--- config.mk ---
export PLATFORM = sky130hd
export DESIGN_NAME = pea_scheduler
export DESIGN_NICKNAME = d
export VERILOG_FILES = /design/src/rtl/pea_scheduler.sv
export SDC_FILE = /design/constraint.sdc
export NUM_CORES = 1
export LEC_CHECK = 0
export BUFFER_PORTS_ARGS = -buffer_cell sky130_fd_sc_hd__buf_2
export CAP_MARGIN = 20
export CORE_AREA = 2 2 53 55
export DETAILED_ROUTE_END_ITERATION = 10
export DIE_AREA = 0 0 55 57
export GPL_TIMING_DRIVEN = 0
export PLACE_DENSITY = 0.88
export RECOVER_POWER = 100
export SETUP_SLACK_MARGIN = 0.4
export SYNTH_ARGS = -nofsm -noshare
export SYNTH_HDL_FRONTEND = slang
export SYNTH_SLANG_ARGS = --single-unit
--- constraint.sdc ---
create_clock -name clk -period 3.65 [get_ports clk]
set_input_delay 0 -clock clk [delete_from_list [all_inputs] [get_ports clk]]
set_output_delay 0 -clock clk [all_outputs]
set_load 0.005 [all_outputs]
--- src/rtl/pea_scheduler.sv ---
// PEA actor firing scheduler: sequences CHECK/FIRE/WAIT around the enable and FC handshakes.
// Optional FC watchdog is built only when PEA_SCHED_TIMEOUT_EN is defined.
//
//   state   | meaning
//   --------+--------------------------------------------------------------
//   S_IDLE  | not scheduling; waits for run (one arming edge after reset)
//   S_CHECK | presenting next_instr, re-sampling enable every cycle
//   S_FIRE  | invoke high for this single cycle
//   S_WAIT  | waiting for an FC rising edge (or one latched during FIRE)
//   S_HALT  | error stop; only clear leaves it
module pea_scheduler #(
    parameter int CNT_W          = 16,
    parameter int TIMEOUT_CYCLES = 1024
) (
    input  logic             clk,
    input  logic             rst,
    input  logic             run,
    input  logic             clear,
    input  logic             enable,
    input  logic             FC,
    input  logic [1:0]       next_mode_in,
    output logic             invoke,
    output logic [1:0]       next_instr,
    output logic             busy,
    output logic [CNT_W-1:0] fire_count,
    output logic             err,
    output logic [1:0]       err_code
);

    typedef enum logic [2:0] {
        S_IDLE  = 3'd0,
        S_CHECK = 3'd1,
        S_FIRE  = 3'd2,
        S_WAIT  = 3'd3,
        S_HALT  = 3'd4
    } state_t;

    localparam logic [1:0] MODE_INVALID = 2'b11;
    localparam logic [1:0] ERR_NONE     = 2'b00;
    localparam logic [1:0] ERR_MODE     = 2'b01;

    // The watchdog limit must be at least one cycle.
    if (TIMEOUT_CYCLES < 1) begin : g_timeout_range
    end

    state_t           r_state;
    logic             r_invoke;
    logic [1:0]       r_next_instr;
    logic             r_busy;
    logic [CNT_W-1:0] r_fire_count;
    logic             r_err;
    logic [1:0]       r_err_code;
    logic             r_fc_q;
    logic             r_fc_pend;
    logic             r_armed;

    logic w_fc_rise;
    logic w_done;

    assign w_fc_rise = FC & ~r_fc_q;
    assign w_done    = w_fc_rise | r_fc_pend;

`ifdef PEA_SCHED_TIMEOUT_EN
    localparam int         WD_W        = $clog2(TIMEOUT_CYCLES + 1);
    localparam logic [1:0] ERR_TIMEOUT = 2'b10;
    logic [WD_W-1:0] r_wdog;
`endif

    always_ff @(posedge clk or negedge rst) begin
        if (!rst) begin
            r_state      <= S_IDLE;
            r_invoke     <= 1'b0;
            r_next_instr <= 2'b00;
            r_busy       <= 1'b0;
            r_fire_count <= '0;
            r_err        <= 1'b0;
            r_err_code   <= ERR_NONE;
            r_fc_q       <= 1'b0;
            r_fc_pend    <= 1'b0;
            r_armed      <= 1'b0;
`ifdef PEA_SCHED_TIMEOUT_EN
            r_wdog       <= '0;
`endif
        end else begin
            r_fc_q  <= FC;
            r_armed <= 1'b1;
            if (clear) begin
                // Abandons any firing in flight; fire_count and FC history survive.
                r_state      <= S_IDLE;
                r_invoke     <= 1'b0;
                r_next_instr <= 2'b00;
                r_busy       <= 1'b0;
                r_err        <= 1'b0;
                r_err_code   <= ERR_NONE;
                r_fc_pend    <= 1'b0;
`ifdef PEA_SCHED_TIMEOUT_EN
                r_wdog       <= '0;
`endif
            end else begin
                case (r_state)
                    S_IDLE: begin
                        if (run && r_armed) begin
                            r_state <= S_CHECK;
                            r_busy  <= 1'b1;
                        end
                    end
                    S_CHECK: begin
                        if (!run) begin
                            r_state <= S_IDLE;
                            r_busy  <= 1'b0;
                        end else if (enable) begin
                            r_state  <= S_FIRE;
                            r_invoke <= 1'b1;
                        end
                    end
                    S_FIRE: begin
                        r_state   <= S_WAIT;
                        r_invoke  <= 1'b0;
                        r_fc_pend <= w_fc_rise;
`ifdef PEA_SCHED_TIMEOUT_EN
                        r_wdog    <= '0;
`endif
                    end
                    S_WAIT: begin
                        if (w_done) begin
                            r_fc_pend    <= 1'b0;
                            r_fire_count <= r_fire_count + CNT_W'(1);
                            if (next_mode_in == MODE_INVALID) begin
                                r_state    <= S_HALT;
                                r_busy     <= 1'b0;
                                r_err      <= 1'b1;
                                r_err_code <= ERR_MODE;
                            end else begin
                                r_next_instr <= next_mode_in;
                                if (run) begin
                                    r_state <= S_CHECK;
                                end else begin
                                    r_state <= S_IDLE;
                                    r_busy  <= 1'b0;
                                end
                            end
                        end
`ifdef PEA_SCHED_TIMEOUT_EN
                        else if (r_wdog == WD_W'(TIMEOUT_CYCLES - 1)) begin
                            r_state    <= S_HALT;
                            r_busy     <= 1'b0;
                            r_err      <= 1'b1;
                            r_err_code <= ERR_TIMEOUT;
                        end else begin
                            r_wdog <= r_wdog + WD_W'(1);
                        end
`endif
                    end
                    S_HALT: begin
                        r_invoke <= 1'b0;
                        r_busy   <= 1'b0;
                    end
                    default: begin
                        r_state  <= S_IDLE;
                        r_invoke <= 1'b0;
                        r_busy   <= 1'b0;
                    end
                endcase
            end
        end
    end

    assign invoke     = r_invoke;
    assign next_instr = r_next_instr;
    assign busy       = r_busy;
    assign fire_count = r_fire_count;
    assign err        = r_err;
    assign err_code   = r_err_code;

endmodule

After elaboration in Yosys (flattened, before gate mapping)
Index checks and enable logic that the tools add are counted.
{"block": "word_totals", "regBits": 29, "output_inout_bits": 23, "word_cells": 76}
{"block": "classes", "add_sub_neg": 1, "n_eq_ne": 14, "mux": 33, "n_bitwise": 4, "n_reduce_logical": 14}
{"cell": "3-bit 2-to-1 mux", "count": 6}
{"cell": "16-bit by 1-bit adder with 16-bit output (second input constant)", "count": 1}
{"cell": "2-bit 2-to-1 mux", "count": 8}
{"cell": "1-bit 2-to-1 mux", "count": 15}
{"cell": "3-bit case mux with 5 select lines", "count": 1}
{"cell": "3-bit AND reduction", "count": 5}
{"cell": "3-bit inequality test (second input constant)", "count": 4}
{"cell": "3-bit by 2-bit == test with 1-bit output (second input constant)", "count": 2}
{"cell": "2-bit inequality test (second input constant)", "count": 3}
{"cell": "2-bit nonzero test", "count": 3}
{"cell": "4-bit inequality test (second input constant)", "count": 1}
{"cell": "1-bit case mux with 2 select lines", "count": 2}
{"cell": "1-bit case mux with 4 select lines", "count": 1}
{"cell": "4-bit AND reduction", "count": 1}
{"cell": "3-bit by 1-bit == test with 1-bit output (second input constant)", "count": 1}
{"cell": "3-bit == test (second input constant)", "count": 1}
{"cell": "3-bit logical NOT", "count": 1}
{"cell": "3-bit nonzero test", "count": 1}
{"cell": "2-bit == test (second input constant)", "count": 1}
{"cell": "2-bit by 1-bit inequality test with 1-bit output (second input constant)", "count": 1}
{"cell": "1-bit inverter", "count": 2}
{"cell": "2-bit AND reduction", "count": 1}
{"cell": "2-bit OR reduction", "count": 1}
{"cell": "1-bit AND", "count": 1}
{"cell": "2 further kinds", "count": 2}

Logic depth before layout (Yosys ltp)
Gate-level depths: netlist (run 1).
{"block": "depth", "ltp_word": 6, "mapped_depth": 5, "ltp_nobuf": 4}

Worst setup path after synthesis (run 1)
Ideal clock, no wire load.
{"block": "synth_path", "path_kind": "reg-to-reg", "from": "register r_state[1]", "to": "register r_state[0]", "t_arrival_ns": 1.404, "required_ns": 3.522, "path_slack_ns": 2.119, "path_stages_with_launch": 6, "n_path_buf": 1, "cell_sequence": "dfrtp_1 buf_2 and4bb_1 nand3_1 o311ai_4 mux2_1"}
{"block": "synth_between", "elab_chain_cells": 3, "elab_cells_between_ends": 12}
{"item": "from (decl)", "line_no": "46", "text": "state_t r_state;"}
{"item": "from (signal assigned)", "line_no": "71", "text": "r_state <= S_IDLE;"}
{"item": "from (signal assigned)", "line_no": "89", "text": "r_state <= S_IDLE;"}
{"item": "from (signal assigned)", "line_no": "103", "text": "r_state <= S_CHECK;"}
{"item": "3-bit by 1-bit == test with 1-bit output, or another cell as far along", "line_no": "100", "text": "case (r_state)"}
{"item": "4-bit inequality test (no line), or another cell as far along"}
{"item": "4-bit AND reduction (no line) or 3-bit 2-to-1 mux (tied branches)"}
Several ways; a longest one is shown, not always the timed one.
A chain may end at the register's enable or synchronous reset.

Final worst setup path (run 1)
{"block": "layout_path", "from": "register r_state[2]", "to": "register r_state[0]"}
The elaborated chain is that of the path after synthesis.

==> reports/metrics.csv, run 1 <==
stage;metric;value;unit
sta;period utilization;0.552;
hold_path;HP Class;in -> reg;
floorplan;Die H;57;um
hold_path;hold_sp;enable;
floorplan;Initial Util;0.523;
sta;Max-Slew Margin vs Limit;0.0501;
critical_path;Crit. End Element;flop;
synthesis;Post-synth EDFFs;0;
sta;Slew Viols, Final;0;
synthesis;most frequent cell after synthesis;dfrtp_1;
synthesis;Synth Warn #;0;
synthesis;ys async rst share;1.00;
sta;minimum hold slack;21.9;ps
synthesis;Yosys top cell area share;0.494;
sta;post-layout min period;2020;ps
final_layout;share of post-route cells with drive strength above 1;0.139;
clock_network;worst-case clock buffer depth;2;
detailed_routing;final wirelength;2.64;mm
critical_path;Critical Path Max Stage Delay;670;ps
critical_path;CP arrival;2250;ps
clock_network;CTS Buf Count;3;
detailed_routing;Routed WL per cell;13.5;um
clock_network;CTS root buf;clkbuf_4;
detailed_routing;Vias/cell;5.55;
power_and_ir_drop;VDD IR max;0.242;mV
grt;total gr overflow;0;
placement;gp weighted congestion;0.759;
clock_network;worst skew pair latency;330;ps
detailed_routing;Post-DRT Antenna Nets;0;
synthesis;most frequent cells after synthesis;dfrtp_1, nor2_1, xor2_1, nand2_1;
placement;Area after DPL;0.00155;mm2
final_layout;Finished Cell Area;0.00156;mm2
detailed_routing;first drt pass iteration count;4;
clock_network;Sink Count;27;
critical_path;crit path cell chain;or2_1 > clkbuf_1 > o311ai_0 > mux2_1;
grt;Total GRT Usage;0.186;
synthesis;primary flip-flop cell chosen by synthesis mapping;dfrtp_1;
grt;initial antenna violation count;0;
sta;Setup TNS;0;ps
detailed_routing;via count;1088;
placement;post-DP HPWL;1.91;mm
clock_network;clock tree from TritonCTS;built;
synthesis;Synthesized Nets;137;
critical_path;Startpoint Class;flop;
critical_path;CP max FO;8;
synthesis;top post-synthesis cells by area;dfrtp_1, xor2_1, xnor2_1, nor2_1, mux2_1;
critical_path;critical path buffer and inverter count;1;
synthesis;syn_area_per_cell;10.7;um2
grt;vias in the first global route;977;
synthesis;synthesized area;0.00137;mm2
floorplan;die width;55;um
critical_path;kind of critical path;reg -> reg;
critical_path;Worst EP required;3880;ps
sta;clock skew;8.32;ps
synthesis;leading area contributor after synthesis;dfrtp_1;
critical_path;worst r2r dst;r_state[0]$_DFFE_PN0P_;
placement;number of port buffers;28;
hold_path;hold depth;4;
job;Max-cap violations;0;
outcome;outcome;finished clean;
grt;first-pass GRT wire length;4.29;mm
sta;final-report hold violation count;0;
final_layout;Synth-to-Final Area Change;14.2;%
final_layout;Antenna diodes;0;
power_and_ir_drop;Static Leak;0.753;nW
critical_path;beginning of the worst register-to-register path;r_state[2]$_DFFE_PN0P_;
power_and_ir_drop;post-route total power;0.603;mW
clock_network;H-tree levels;1;
synthesis;unique cell type count in the Yosys netlist;39;
sta;Worst Max-Slew Pin Slew;1420;ps
critical_path;Slowest cell on crit path;o311ai_0;
critical_path;worst r2r path cells;4;
synthesis;Seq cells post-synth;27;
sta;Fmax;0.496;GHz
floorplan;Rows;19;
synthesis;Seq/Total Area, Yosys;0.494;
detailed_routing;Initial DRC Count;24;
critical_path;Reg2Reg Setup Slack;1630;ps
power_and_ir_drop;PwrDens;386;mW/mm2
critical_path;Largest delay share family, worst path;compound AO/OA/AOI/OAI gates;
detailed_routing;drc violations;0;
floorplan;core area;0.00262;mm2
sta;RSZ-0062 raised after global routing;no;
floorplan;DIE AREA;0.00314;mm2
clock_network;clock-pin slew on the worst setup and hold paths;150;ps
synthesis;Mapped Cells;128;
hold_path;Min-Delay Endpoint;invoke$_DFFE_PN0P_;
clock_network;Resized cells post-CTS;0;
sta;final setup vio count;0;
floorplan;IO Count;31;
grt;largest net degree at the start of global routing;28;
final_layout;Final #Nets;175;
[area by class of cell]
type / count / area [um2]
Fill cell: 243 / 1050
Sequential cell: 27 / 676
Multi-Input combinational cell: 90 / 596
Timing Repair Buffer: 33 / 174
Tap cell: 31 / 38.8
Buffer: 7 / 36.3
Clock buffer: 3 / 22.5
Inverter: 4 / 15.0
Clock inverter: 1 / 5.00
[where the power goes]
part	switching (mW)	internal [mW]
logic	0.0744	0.0582
registers	0.0192	0.323
clock network	0.0871	0.0411
[sequential cells by signal, indices dropped and copies added, names as in the netlist]
name	cells
r_armed	1
next_instr	2
invoke	1
r_fc_q	1
busy	1
r_fc_pend	1
fire_count	16
r_state	3
err_code	1
[what timing repair did]
item | CTS | global route
buffers inserted | 0 | 0
hold endpoints to repair | 32 | 0
hold buffers | 5 | 0
[kinds of logic (layout without fill, tap and decap cells)]
family                     after synthesis  count (layout)  share of synthesized area
and+or+nand+nor                         51              51                      0.214
other                                    2               2                    0.00549
xor gates and xnor gates                15              15                     0.0960
DFF                                     27              27                      0.494
adders and majority gates                1               1                    0.00914
buffers and inverters                   11              48                     0.0448
muxes                                    3               3                     0.0247
AOI/OAI and AO/OA                       18              18                      0.112
[worst max path at each step]
stage / cells after the start / from / endpoint
floorplan: 5 / r_state[1]$_DFFE_PN0P_ / r_state[0]$_DFFE_PN0P_
global route: 4 / r_state[2]$_DFFE_PN0P_ / r_state[0]$_DFFE_PN0P_
CTS: 5 / r_state[1]$_DFFE_PN0P_ / r_state[0]$_DFFE_PN0P_
global placement: 5 / r_state[1]$_DFFE_PN0P_ / r_state[0]$_DFFE_PN0P_
finish: 4 / r_state[2]$_DFFE_PN0P_ / r_state[0]$_DFFE_PN0P_
detailed placement: 5 / r_state[1]$_DFFE_PN0P_ / r_state[0]$_DFFE_PN0P_
[through the flow]
stage / worst slack (ps) / cells / util
2_1_floorplan: 2120 / 128 / -
3_3_place_gp: 2000 / 187 / 0.592
3_5_place_dp: 1950 / 187 / 0.592
4_1_cts: 1920 / 196 / 0.622
5_1_grt: 1500 / 196 / 0.598
6_report: 1630 / 196 / 0.598
[worst register-to-register path, stage by stage (launching register included)]
cell	delay, ps
dfrtp_1	470
or2_1	230
clkbuf_1	160
o311ai_0	670
mux2_1	380
[cells in the final DEF (no fill, tap or decap), drive strengths merged, types with 3 or more instances in the layout]
cell type	Yosys	routed
a211oi	3	3
a21oi	3	3
buf	6	18
clkbuf	1	20
dfrtp	27	27
dlygate4sd3	0	5
inv	4	4
mux2	3	3
nand2	8	8
nand2b	5	5
nand3	4	4
nor2	11	11
nor3	6	6
nor4	4	4
xnor2	6	6
xor2	9	9
[per-layer routing]
layer	global-route usage	vias to the layer above	part of all wire	wire length, um
li1	-	527	-	-
met5	0	-	0	0
met4	0.0697	0	0.0098	26
met3	0.0340	3	0.045	120
met1	0.242	533	0.44	1180
met2	0.303	25	0.50	1320
No activity file was read; power rests on OpenSTA's default activity.
==> run 2: changes to the inputs <==
--- a/config.mk
+++ b/config.mk
@@ -7,11 +7,11 @@
 export LEC_CHECK = 0
 export BUFFER_PORTS_ARGS = -buffer_cell sky130_fd_sc_hd__buf_2
 export CAP_MARGIN = 20
-export CORE_AREA = 2 2 53 55
+export CORE_AREA = 2 2 55 57
 export DETAILED_ROUTE_END_ITERATION = 10
-export DIE_AREA = 0 0 55 57
+export DIE_AREA = 0 0 57 59
 export GPL_TIMING_DRIVEN = 0
-export PLACE_DENSITY = 0.88
+export PLACE_DENSITY = 0.83
 export RECOVER_POWER = 100
 export SETUP_SLACK_MARGIN = 0.4
 export SYNTH_ARGS = -nofsm -noshare
==> constraint.sdc (replaced) <==
create_clock -name clk -period 2.1 [get_ports clk]
set_input_delay 0 -clock clk [delete_from_list [all_inputs] [get_ports clk]]
set_output_delay 0 -clock clk [all_outputs]
set_load 0.005 [all_outputs]
==> run 2 against run 1 <==
Compared with the run above:
- maximum frequency grew 15%
- largest power group unchanged
- critical path depth up 1
- via count shrank 1.0%
==> reports/metrics.csv, run 2 (synthesis gave the netlist of run 1 again) <==
stage;metric;value;unit;change
outcome;outcome;finished clean;;
floorplan;core area;0.00271;mm2;+3.6%
grt;GR peak layer;met2;;
placement;number of port buffers;28;;unchanged
job;Max-cap violations;0;;unchanged
grt;vias in the first global route;967;;-1.0%
critical_path;kind of critical path;reg -> reg;;
final_layout;Final #Nets;175;;unchanged
detailed_routing;drc violations;0;;unchanged
sta;final setup vio count;0;;unchanged
grt;GR Util met2;0.279;;-0.0236
critical_path;CP max FO;8;;unchanged
power_and_ir_drop;Sw Pwr;0.310;mW;+72%
floorplan;die width;57;um;+3.6%
power_and_ir_drop;Internal;0.748;mW;+77%
clock_network;Sink Count;27;;unchanged
critical_path;CP arrival;2010;ps;-240 ps
clock_network;clock-pin slew on the worst setup and hold paths;140;ps;about the same
sta;Max-Slew Margin vs Limit;0.0277;;-0.0224
final_layout;non-filler instance count after layout;196;;unchanged
power_and_ir_drop;Net Sw Frac;0.293;;-0.00663
grt;M1 GR Usage;0.220;;-0.0222
hold_path;HP Class;in -> reg;;
clock_network;CTS Buf Count;3;;unchanged
power_and_ir_drop;PwrDens;656;mW/mm2;+70%
final_layout;max FFs per register;16;;unchanged
critical_path;crit path cell chain;nand3b_1 > or2_0 > clkbuf_1 > nor4_1 > xor2_1;;
power_and_ir_drop;VDD IR max;0.517;mV;+110%
final_layout;Antenna diodes;0;;unchanged
detailed_routing;Routed WL per cell;13.1;um;-2.5%
placement;placed cell count;187;;unchanged
floorplan;Initial Util;0.505;;-0.0184
sta;final-report hold violation count;0;;unchanged
floorplan;Die H;59;um;+3.5%
final_layout;Finished Cell Area;0.00161;mm2;+3.1%
final_layout;area occupied by multi-input gates;633;um2;+6.3%
power_and_ir_drop;Comb power frac;0.231;;+0.011
floorplan;Rows;19;;unchanged
grt;initial antenna violation count;0;;unchanged
clock_network;H-tree levels;1;;unchanged
critical_path;Slowest cell on crit path;dfrtp_1;;
clock_network;CTS root buf;clkbuf_4;;
placement;gp weighted congestion;0.809;;+6.6%
sta;clock skew;2.71;ps;-5.61 ps
clock_network;# Post-CTS Setup Buffers;0;;unchanged
final_layout;share of post-route cells with drive strength above 1;0.224;;+0.0848
grt;total gr overflow;0;;unchanged
sta;post-layout min period;1760;ps;-258 ps
grt;first-pass GRT wire length;4.34;mm;+1.1%
sta;Fmax;0.569;GHz;+15%
power_and_ir_drop;Static Leak;0.801;nW;+6.4%
final_layout;sequential standard cell area;676;um2;unchanged
final_layout;Synth-to-Final Area Change;17.7;%;
detailed_routing;first drt pass iteration count;4;;unchanged
power_and_ir_drop;Clk pwr share;0.205;;-0.008
final_layout;fillcell total;234;;-3.7%
critical_path;Startpoint Class;flop;;
clock_network;worst-case clock buffer depth;2;;unchanged
power_and_ir_drop;Sequential Power Share;0.563;;-0.004
detailed_routing;final wirelength;2.58;mm;-2.5%
sta;period utilization;0.837;;+0.285
placement;post-DP HPWL;1.85;mm;-3.3%
clock_network;clock tree from TritonCTS;built;;
critical_path;Worst EP required;2350;ps;-1530 ps
detailed_routing;Post-DRT Antenna Nets;0;;unchanged
sta;Worst Max-Slew Pin Slew;1460;ps;+33.6 ps
placement;Area after DPL;0.00155;mm2;unchanged
critical_path;Crit. End Element;flop;;
sta;Setup TNS;0;ps;unchanged
detailed_routing;via count;1077;;-1.0%
final_layout;most common cell after layout, fill and taps aside;dfrtp_1;;
grt;largest net degree at the start of global routing;28;;unchanged
grt;GR Util met3;0.0349;;+0.000903
grt;Total GRT Usage;0.165;;-0.0205
floorplan;IO Count;31;;unchanged
sta;Slew Viols, Final;0;;unchanged
critical_path;Critical Path Max Stage Delay;470;ps;-200 ps
final_layout;most frequent cells in the layout;dfrtp_1, buf_2, nor2_1, xor2_1, nand2_1;;
power_and_ir_drop;post-route total power;1.06;mW;+75%
sta;RSZ-0062 raised after global routing;no;;
detailed_routing;Initial DRC Count;35;;+46%
detailed_routing;Vias/cell;5.49;;-1.0%
floorplan;DIE AREA;0.00336;mm2;+7.3%
clock_network;worst skew pair latency;310;ps;-20 ps
final_layout;Final Core Density;0.595;;-0.00296
run 2: final timing paths:
kind	cells past startpoint	from	endpoint	slack [ps]
setup / recovery	5	r_state[2]$_DFFE_PN0P_	fire_count[10]$_DFFE_PN0P_	340
hold / removal	4	enable	invoke$_DFFE_PN0P_	70
max in group asynchronous	2	rst	busy$_DFFE_PN0P_	710
hold reg to reg	1	fire_count[15]$_DFFE_PN0P_	fire_count[15]$_DFFE_PN0P_	480
setup reg to reg	5	r_state[2]$_DFFE_PN0P_	fire_count[10]$_DFFE_PN0P_	340
min in group asynchronous	2	rst	fire_count[13]$_DFFE_PN0P_	550
run 2: per-layer routing:
layer,share of wire,up-vias
met1,0.45,513
met4,0.013,0
met2,0.48,34
met3,0.052,4
li1,-,526
met5,0,-
run 2: worst max-delay path: cells and delay by family (launching register included):
family                 cells  cell delay [ps]
buffers and inverters      1              200
flip-flops                 1              470
XOR/XNOR                   1              170
AND/OR/NAND/NOR            3              860
run 2: final cells by class:
class	count	share of cell area
Multi-Input combinational cell	90	0.393
Inverter	4	0.00932
Tap cell	31	0.0241
Timing Repair Buffer	33	0.115
Clock buffer	4	0.0163
Buffer	7	0.0233
Sequential cell	27	0.419
run 2: power by group through the flow:
stage          sequential [mW]  combinational [mW]  clock, mW
3_3_place_gp             0.609               0.236          0
5_1_grt                  0.603               0.279      0.242
4_1_cts                  0.603               0.252      0.224
2_1_floorplan            0.609               0.169          0
6_report                 0.596               0.245      0.217
3_5_place_dp             0.612               0.243          0
run 2: metrics by stage:
stage,worst slack (ps),hold slack (ps)
floorplan,569,-296
CTS,449,71.3
global placement,445,32.2
detailed placement,405,34.4
finish,342,68.3
global route,208,106
run 2: what timing repair did:
item                       4_1_cts  5_1_grt
setup endpoints to repair        1        6
pin swaps                        0        0
hold buffers                     5        0
hold endpoints to repair        32        0
gates resized for setup          1        6
==> run 3: changes to the inputs <==
--- a/config.mk
+++ b/config.mk
@@ -7,11 +7,11 @@
 export LEC_CHECK = 0
 export BUFFER_PORTS_ARGS = -buffer_cell sky130_fd_sc_hd__buf_2
 export CAP_MARGIN = 20
-export CORE_AREA = 2 2 55 57
+export CORE_AREA = 2 2 57 59
 export DETAILED_ROUTE_END_ITERATION = 10
-export DIE_AREA = 0 0 57 59
+export DIE_AREA = 0 0 59 61
 export GPL_TIMING_DRIVEN = 0
-export PLACE_DENSITY = 0.83
+export PLACE_DENSITY = 0.81
 export RECOVER_POWER = 100
 export SETUP_SLACK_MARGIN = 0.4
 export SYNTH_ARGS = -nofsm -noshare
==> constraint.sdc (replaced) <==
create_clock -name clk -period 1.5 [get_ports clk]
set_input_delay 0 -clock clk [delete_from_list [all_inputs] [get_ports clk]]
set_output_delay 0 -clock clk [all_outputs]
set_load 0.005 [all_outputs]
==> run 3 against run 2 <==
Compared with the run above:
- the run now ends with setup timing left
- count of clock-buffer cells in the layout fell by 1
- critical path depth down 1
- global-route usage is 1.8 points higher
- sequential power up 41%
- design area up 33%
- non-clock buffer count up 29
- combinational power rose to 2.8 times the previous value
- wire length is 54% higher
- worst hold slack worse by 51 ps
- worst setup slack got worse by 440 ps
- first-iteration DRC count shrank 8.6%
- register-to-register slack worse by 440 ps
- critical path type unchanged
- critical endpoint is now r_state[0]$_DFFE_PN0P_
- largest cell class is now multi-input combinational cells
- highest routed layer unchanged
==> reports/metrics.csv, run 3 (synthesis gave the netlist of run 1 again) <==
stage;metric;value;unit;change
hold_path;HP Class;in -> reg;;
sta;Worst Max-Slew Pin Slew;671;ps;-787 ps
grt;total gr overflow;0;;unchanged
sta;final worst setup slack;-99.1;ps;-442 ps
clock_network;clock tree from TritonCTS;built;;
outcome;violated checks;setup timing;;
critical_path;Reg2Reg Setup Slack;-100;ps;-440 ps
detailed_routing;Vias/cell;5.57;;+1.4%
critical_path;Worst EP required;1740;ps;-610 ps
grt;initial antenna violation count;0;;unchanged
sta;final setup vio count;6;;+6
grt;first-pass GRT wire length;5.00;mm;+15%
critical_path;CP arrival;1840;ps;-170 ps
clock_network;Sink Count;27;;unchanged
clock_network;CTS root buf;clkbuf_4;;
floorplan;Rows;20;;+1
grt;Total GRT Usage;0.183;;+0.0176
final_layout;most frequent cells in the layout;dfrtp_1, buf_4, buf_2;;
sta;RSZ-0062 raised after global routing;yes;;
final_layout;Synth-to-Final Area Change;56.7;%;
floorplan;Die H;61;um;+3.4%
critical_path;critical path buffer and inverter count;0;;-1
final_layout;max FFs per register;16;;unchanged
detailed_routing;final wirelength;3.96;mm;+54%
critical_path;worst r2r path cells;4;;-1
clock_network;H-tree levels;1;;unchanged
clock_network;worst skew pair latency;350;ps;+40 ps
critical_path;CP max FO;7;;-1
sta;Slew Viols, Final;0;;unchanged
sta;final-report hold violation count;0;;unchanged
placement;number of port buffers;28;;unchanged
final_layout;Final Core Density;0.726;;+0.132
final_layout;Antenna diodes;0;;unchanged
power_and_ir_drop;VDD IR max;0.573;mV;+11%
critical_path;Startpoint Class;flop;;
power_and_ir_drop;Sequential Power Share;0.448;;-0.115
placement;gp weighted congestion;0.819;;+1.3%
critical_path;worst r2r dst;r_state[0]$_DFFE_PN0P_;;
grt;largest net degree at the start of global routing;28;;unchanged
final_layout;share of post-route cells with drive strength above 1;0.495;;+0.271
clock_network;worst-case clock buffer depth;2;;unchanged
detailed_routing;Initial DRC Count;32;;-8.6%
critical_path;beginning of the worst register-to-register path;r_state[2]$_DFFE_PN0P_;;
floorplan;DIE AREA;0.00360;mm2;+7.0%
sta;Max-Slew Margin vs Limit;0.552;;+0.525
placement;pre-CTS setup slack;-123;ps;-528 ps
floorplan;Initial Util;0.464;;-0.0415
critical_path;Crit. End Element;flop;;
detailed_routing;Routed WL per cell;17.5;um;+33%
critical_path;kind of critical path;reg -> reg;;
power_and_ir_drop;PwrDens;877;mW/mm2;+34%
clock_network;clock-pin slew on the worst setup and hold paths;160;ps;+20 ps
power_and_ir_drop;Clk pwr share;0.182;;-0.023
detailed_routing;drc violations;0;;unchanged
final_layout;most common cell after layout, fill and taps aside;dfrtp_1;;
detailed_routing;via count;1265;;+17%
clock_network;CTS Buf Count;3;;unchanged
floorplan;IO Count;31;;unchanged
detailed_routing;Post-DRT Antenna Nets;0;;unchanged
hold_path;hold_sp;enable;;
critical_path;Critical Path Max Stage Delay;490;ps;+20 ps
power_and_ir_drop;Sw Pwr;0.619;mW;+100%
power_and_ir_drop;Comb power frac;0.370;;+0.139
final_layout;fillcell total;199;;-15%
critical_path;Largest delay share family, worst path;simple AND/OR/NAND/NOR gates;;
hold_path;hold depth;4;;unchanged
power_and_ir_drop;Net Sw Frac;0.329;;+0.0362
floorplan;die width;59;um;+3.5%
power_and_ir_drop;Static Leak;1.11;nW;+39%
placement;placed cell count;189;;+1.1%
outcome;outcome;finished, violations left;;
sta;Fmax;0.625;GHz;+9.9%
detailed_routing;first drt pass iteration count;4;;unchanged
floorplan;core area;0.00295;mm2;+9.0%
job;Max-cap violations;0;;unchanged
sta;period utilization;1.07;;+0.229
sta;post-layout min period;1600;ps;-158 ps
final_layout;non-filler instance count after layout;227;;+16%
placement;post-DP HPWL;1.99;mm;+7.7%
hold_path;Min-Delay Endpoint;invoke$_DFFE_PN0P_;;
critical_path;Slowest cell on crit path;dfrtp_2;;
final_layout;sequential standard cell area;679;um2;+0.56%
sta;clock skew;11.1;ps;+8.41 ps
final_layout;area occupied by multi-input gates;880;um2;+39%
sta;minimum hold slack;17.3;ps;-51.1 ps
critical_path;crit path cell chain;and4bb_4 > nand3_4 > o311ai_4 > mux2_4;;
final_layout;Final #Nets;204;;+17%
grt;vias in the first global route;1103;;+14%
power_and_ir_drop;Internal;1.26;mW;+69%
run 3: cell types whose count changed in the layout (fill, tap and decap cells not counted), moves of 3 or more:
cell	previous run	this run
buf_4	1	23
buf_6	0	9
buf_2	26	22
nor4_1	4	0
nor4_4	0	4
a211oi_1	3	0
dfrtp_1	27	24
dfrtp_2	0	3
nor3_1	6	3
run 3: per-layer routing:
metal | part of all wire | vias up | global-route usage
met5 | 0 | - | 0
li1 | - | 582 | -
met2 | 0.52 | 32 | 0.316
met1 | 0.43 | 643 | 0.238
met4 | 0.012 | 0 | 0.0552
met3 | 0.032 | 8 | 0.0277
run 3: metrics by stage:
stage | cell area, um2 | total power, mW | setup TNS (ps)
CTS | 1930 | 1.67 | -132
global route | 2140 | 1.95 | -756
floorplan | 1520 | 1.12 | -2.58
finish | 2140 | 1.88 | -310
detailed placement | 1700 | 1.23 | -286
global placement | 1700 | 1.21 | -167
run 3: area by class of cell:
type	instances	area share
inverter	4	0.00700
sequential	27	0.317
clock buffer	3	0.0105
multi-input combinational	90	0.410
buffer	7	0.0321
clock inverter	1	0.00233
timing repair buffer	62	0.202
tap	33	0.0193
run 3: what timing repair did:
action | in CTS | in global routing
resized for setup | 18 | 17
setup buffers | 13 | 16
setup endpoints to repair | 24 | 25
hold endpoints to repair | 32 | 4
pin swaps | 8 | 10
hold buffers | 2 | 3
run 3: how the worst max path moves through the flow:
stage                                 startpoint                      to  slack (ps)  cells past startpoint
after global routing      r_state[2]$_DFFE_PN0P_  r_state[0]$_DFFE_PN0P_        -130                      4
after detailed placement  r_state[2]$_DFFE_PN0P_  r_state[0]$_DFFE_PN0P_        -120                      4
after global placement    r_state[2]$_DFFE_PN0P_  r_state[0]$_DFFE_PN0P_         -90                      4
after CTS                 r_state[2]$_DFFE_PN0P_  r_state[0]$_DFFE_PN0P_         -50                      4
after floorplan           r_state[2]$_DFFE_PN0P_  r_state[0]$_DFFE_PN0P_          -3                      4
final                     r_state[2]$_DFFE_PN0P_  r_state[0]$_DFFE_PN0P_        -100                      4
run 3: power groups by stage:
stage / logic (mW) / registers [mW] / clock network (mW)
floorplan: 0.259 / 0.857 / 0
global placement: 0.352 / 0.856 / 0
detailed placement: 0.366 / 0.864 / 0
CTS: 0.509 / 0.828 / 0.331
global route: 0.734 / 0.846 / 0.371
finish: 0.695 / 0.843 / 0.343
run 3: worst register-to-register path: cells and delay by family, from the launching register on:
kind	cells	cell delay, ps
and+or+nand+nor	2	540
DFF	1	490
muxes	1	330
AOI/OAI and AO/OA	1	130
